<file path="src/rtl/pipe_pkg.sv">
// Shared definitions for the skid-buffered pipeline stage: occupancy states
// and the width of the flush statistics counter.
package pipe_pkg;

    typedef enum logic [1:0] {
        EMPTY = 2'd0,
        ONE   = 2'd1,
        FULL  = 2'd2
    } state_e;

    localparam int FLUSH_CNT_W = 8;

endpackage

</file>
<file path="src/rtl/sat_counter.sv">
// Saturating up-counter with a small per-cycle increment (0..2).
// Sticks at all-ones once the sum would overflow.
module sat_counter #(
    parameter int W = 8
) (
    input  logic         clk_i,
    input  logic         rst_ni,
    input  logic [1:0]   inc_i,
    output logic [W-1:0] count_o
);

    logic [W-1:0] count_q;
    logic [W-1:0] count_d;
    logic [W:0]   sum;

    always_comb begin
        sum     = {1'b0, count_q} + {{(W-1){1'b0}}, inc_i};
        count_d = sum[W] ? {W{1'b1}} : sum[W-1:0];
    end

    always_ff @(posedge clk_i or negedge rst_ni) begin
        if (!rst_ni) begin
            count_q <= '0;
        end else begin
            count_q <= count_d;
        end
    end

    assign count_o = count_q;

endmodule

</file>
<file path="src/rtl/pipe_stage_skid.sv">
// Two-entry pipeline register (main + skid) with valid/ready handshakes,
// synchronous flush, freeze, and a saturating count of flushed entries.
module pipe_stage_skid
    import pipe_pkg::*;
#(
    parameter int DATA_W     = 32,
    parameter int CTRL_W     = 16,
    parameter int FLUSH_ZERO = 1
) (
    input  logic                   Clk,
    input  logic                   Rst_n,
    input  logic                   in_valid,
    output logic                   in_ready,
    input  logic [DATA_W-1:0]      in_data,
    input  logic [CTRL_W-1:0]      in_ctrl,
    output logic                   out_valid,
    input  logic                   out_ready,
    output logic [DATA_W-1:0]      out_data,
    output logic [CTRL_W-1:0]      out_ctrl,
    input  logic                   flush,
    input  logic                   hold,
    output logic [FLUSH_CNT_W-1:0] flush_cnt,
    output state_e                 state_dbg
);

    // Handshake: a transfer happens on an edge only when valid and ready are
    // both 1 in the preceding cycle; valid never depends on ready.
    state_e              state_q;
    logic [DATA_W-1:0]   main_data_q;
    logic [CTRL_W-1:0]   main_ctrl_q;
    logic [DATA_W-1:0]   skid_data_q;
    logic [CTRL_W-1:0]   skid_ctrl_q;
    logic                rst_done_q;
    logic                in_xfer;
    logic                out_xfer;
    logic [1:0]          flush_inc;

    assign in_ready  = (state_q != FULL) & ~hold & rst_done_q;
    assign out_valid = (state_q != EMPTY) & ~hold;
    assign out_data  = main_data_q;
    assign out_ctrl  = main_ctrl_q;
    assign state_dbg = state_q;
    assign in_xfer   = in_valid & in_ready;
    assign out_xfer  = out_valid & out_ready;

    always_comb begin
        flush_inc = 2'd0;
        if (flush) begin
            if (state_q == ONE)  flush_inc = 2'd1;
            if (state_q == FULL) flush_inc = 2'd2;
        end
    end

    // hold needs no branch: it forces both handshakes low, so nothing loads.
    always_ff @(posedge Clk or negedge Rst_n) begin
        if (!Rst_n) begin
            state_q     <= EMPTY;
            main_data_q <= '0;
            main_ctrl_q <= '0;
            skid_data_q <= '0;
            skid_ctrl_q <= '0;
            rst_done_q  <= 1'b0;
        end else begin
            rst_done_q <= 1'b1;
            if (flush) begin
                state_q <= EMPTY;
                if (FLUSH_ZERO != 0) begin
                    main_data_q <= '0;
                    main_ctrl_q <= '0;
                    skid_data_q <= '0;
                    skid_ctrl_q <= '0;
                end
            end else begin
                case (state_q)
                    EMPTY: begin
                        if (in_xfer) begin
                            main_data_q <= in_data;
                            main_ctrl_q <= in_ctrl;
                            state_q     <= ONE;
                        end
                    end
                    ONE: begin
                        if (in_xfer && out_xfer) begin
                            main_data_q <= in_data;
                            main_ctrl_q <= in_ctrl;
                        end else if (in_xfer) begin
                            skid_data_q <= in_data;
                            skid_ctrl_q <= in_ctrl;
                            state_q     <= FULL;
                        end else if (out_xfer) begin
                            state_q <= EMPTY;
                        end
                    end
                    FULL: begin
                        if (out_xfer) begin
                            main_data_q <= skid_data_q;
                            main_ctrl_q <= skid_ctrl_q;
                            state_q     <= ONE;
                        end
                    end
                    default: state_q <= EMPTY;
                endcase
            end
        end
    end

    sat_counter #(
        .W(FLUSH_CNT_W)
    ) u_flush_cnt (
        .clk_i  (Clk),
        .rst_ni (Rst_n),
        .inc_i  (flush_inc),
        .count_o(flush_cnt)
    );

endmodule
</file>
<file path="config.mk">
export PLATFORM = sky130hd
export DESIGN_NAME = pipe_stage_skid
export DESIGN_NICKNAME = d
export VERILOG_FILES = /design/src/rtl/pipe_pkg.sv /design/src/rtl/sat_counter.sv /design/src/rtl/pipe_stage_skid.sv
export SDC_FILE = /design/constraint.sdc
export NUM_CORES = 1
export LEC_CHECK = 0
export CAP_MARGIN = 10
export CORE_ASPECT_RATIO = 1.75
export CORE_MARGIN = 2
export CORE_UTILIZATION = 50
export DETAILED_ROUTE_END_ITERATION = 10
export PLACE_DENSITY = 0.91
export SLEW_MARGIN = 20
export SYNTH_ARGS = -nofsm -noshare
export SYNTH_HDL_FRONTEND = slang
export SYNTH_SLANG_ARGS = --single-unit
</file>
<file path="constraint.sdc">
create_clock -name Clk -period 2.95 [get_ports Clk]
set_input_delay 0.59 -clock Clk [delete_from_list [all_inputs] [get_ports Clk]]
set_output_delay 0.59 -clock Clk [all_outputs]
set_load 0.02 [all_outputs]
</file>
==> results.yml <==
placed_design:
  dpl.hpwl_um: 8202
  placed_area_um2: 6153
  pre_cts_slack_ps: 323.5
  dp.cells: 747
  portBuffers: 113
  gp_congestion: 0.7943
drt:
  routed_wl_um: 12260
  wire_per_inst_um: 16.08
  drc: 0
  via_per_inst: 5.496
  drt-initial-drc-count: 438
  dr.pass1.iters: 7
  postRouteAntennaNets: 0
  vias: 4188
cells_and_area:
  antenna_cells: 0
  areaGrowthSynthToFinish_pct: 30.30
  nets: 690
  drive_gt1_share_pct: 9.419
  fill_cells: 750
  stdcell_area_um2: 6456
  fin_cells: 762
  post-route-util_pct: 66.36
sta:
  setup-tns-final_ps: 0
  tightestPinTransition_ps: 992.1
  report.final.hold_viol_count: 0
  skew_ps: 7.738
  setup_viol_count_final: 0
  hold_slack_ps: 285.3
  drv_slew: 0
  setup_ws_ps: 355.1
  fmax_mhz: 385.4
  period_share_pct: 87.96
  rsz0062_at_grt: "no"
  fin_crit_ps: 2595
  slew_headroom_pct: 33.86
pwr:
  switching_share_pct: 26.86
  combPwrFrac_pct: 20.1
  ir_drop_uv: 297.3
  total_power_mw: 3.601
  leakagePower_nw: 2.809
  pwr-share-clk_pct: 33.9
  power.switching_mw: 0.9675
  p_per_area_nw_per_um2: 557.8
  p_seq_share_pct: 46.0
  p_int_mw: 2.634
yosys:
  synth_warnings: 0
  yosys.area.top_type: "dfrtp_1"
  synth-seq-area-share_pct: 54.04
  synth.area.top_cells: "dfrtp_1 54%, nand2_1 15%, a21oi_1 10%, mux2_2 6.8%, mux2_1 4.5%"
  avgSynthCellArea_um2: 9.175
  synthMuxAreaShare_pct: 11.36
  yosysUniqueCellTypes: 29
  syn_inst: 540
  synth_compound_area_share_pct: 11.19
  synthAdderAreaFrac_pct: 0.9091
  synth-xor-area-share_pct: 0.5303
  synth_top_family_by_area: "simple AND/OR/NAND/NOR gates"
  synthSimpleGateAreaFrac_pct: 18.08
  netlist.area_leader.share_pct: 54.04
  yosys_register_bits: 107
  syn_area_um2: 4955
  syn-num-nets: 597
die:
  dieArea_um2: 10750
  start_util_pct: 50.93
  die_x_um: 79.25
  placementRows: 48
  core-area_um2: 9729
  io_pins: 114
  die_h_um: 135.7
global_route:
  grtUsageTotal_pct: 23.70
  gr-total-overflow: 0
  grt_pass1_wl_um: 19960
  grt_max_degree: 100
  antenna_found_initial: 0
  grt_pass1_vias: 4219
critical_path:
  worst-setup-path-type: "input pin to primary output"
  crit_arrival_ps: 2000
  crit_fanout: 6
  cp-start-kind: "input pin"
  reg2reg_from: "state_dbg[1]$_DFFE_PN0P_"
  cp-startpoint: "hold"
  crit_required_ps: 2360
  cp-end-kind: "primary output"
cts:
  post-cts-setup-buffers: 0
  cts_tree: "yes"
  cts_resized: 0
  cts_buffers: 9
  clk_pin_slew_ps: 60
  cts.sinks: 107
  ctsHoldBuffers: 0
  root_buffer: "clkbuf_16"
  clk_latency_ps: 350
  clock_path_buffers: 2
  ctsHtreeMaxLevel: 3
min_path:
  min_path_type: "input pin to async pin"
status:
  status: "complete, no violations"
flow_run:
  drv_cap: 0
-- state kept, by name, summed over array words and instances (netlist names) --
signal	flops
skid_data_q	32
skid_ctrl_q	16
out_data	32
u_flush_cnt.count_o	8
state_dbg	2
out_ctrl	16
rst_done_q	1
-- layer usage --
layer / GRT usage, % / part of all wire [%] / up-vias
li1: - / - / 1954
met1: 28.35 / 38 / 2054
met2: 41.67 / 55 / 156
met3: 3.733 / 4.3 / 24
met4: 10.44 / 2.8 / 0
met5: 0 / 0 / -
-- cell families (layout without fill, tap and decap cells) --
kind of cell	after synthesis	in the layout
other cells	1	1
compound gates	106	106
fa+ha+maj	3	3
buf+inv	42	139
xor+xnor	3	3
flops	107	107
simple gates	228	228
mux	50	50
-- synth_stat cells --
library cell / number
xor2_1: 1
a2bb2oi_1: 1
nand2b_1: 4
conb_1: 1
or3_1: 2
dfrtp_1: 107
a31oi_1: 1
a21oi_1: 100
nand3b_1: 1
fa_1: 1
o311ai_2: 1
nand3_1: 4
nor3b_1: 1
nor2b_1: 3
o21ai_0: 2
o211ai_2: 1
buf_6: 2
nor3_1: 2
xnor2_1: 2
inv_1: 4
nor2_1: 8
mux2_1: 20
buf_2: 10
buf_4: 1
nand2_1: 202
clkbuf_1: 25
mux2_2: 30
and3_1: 1
ha_1: 2
-- power by group through the flow --
stage	sequential (mW)	combinational (mW)	clock, mW
final	1.66	0.723	1.22
after floorplan	1.80	0.208	0
after global placement	1.67	0.701	0
after CTS	1.66	0.727	1.24
after global routing	1.67	0.770	1.30
after detailed placement	1.68	0.721	0
-- layout by cell type, fill, tap and decap left out, drive strengths merged --
master	synthesis	layout
or3	2	2
nor3b	1	1
o211ai	1	1
clkinv	0	1
nor2	8	8
nand3	4	4
inv	4	4
xnor2	2	2
conb	1	1
clkdlybuf4s50	0	111
mux2	50	50
fa	1	1
xor2	1	1
buf	13	9
a31oi	1	1
bufinv	0	1
nor2b	3	3
o21ai	2	2
nand2b	4	4
and3	1	1
a2bb2oi	1	1
nand2	202	202
nand3b	1	1
ha	2	2
o311ai	1	1
clkbuf	25	11
a21oi	100	100
dfrtp	107	107
nor3	2	2
clkinvlp	0	2
-- critical path: stages --
cell	delay, ps
clkdlybuf4s50_1	490
nor3b_1	270
clkdlybuf4s50_1	650
-- final timing paths --
kind,to,cells past startpoint,slack (ps)
worst max-delay path,in_ready,3,360
worst min-delay path,out_ctrl[10]$_DFFE_PN0P_,1,290
worst max register to register,u_flush_cnt.count_o[7]$_DFF_PN0_,9,540
worst min register to register,out_data[19]$_DFFE_PN0P_,1,490
max in group asynchronous,skid_ctrl_q[11]$_DFFE_PN0P_,2,1910
min in group Clk,out_data[19]$_DFFE_PN0P_,1,490
-- area by class of cell --
| type | count | area [µm²] | area share (%) |
|---|---|---|---|
| Tap cell | 125 | 156.4 | 2.422 |
| Clock inverter | 4 | 50.05 | 0.7752 |
| Multi-Input combinational cell | 391 | 2113 | 32.73 |
| Sequential cell | 107 | 2678 | 41.47 |
| Timing Repair Buffer | 120 | 1191 | 18.45 |
| Clock buffer | 11 | 252.7 | 3.915 |
| Inverter | 4 | 15.01 | 0.2326 |
(Power assumes the default switching activity.)
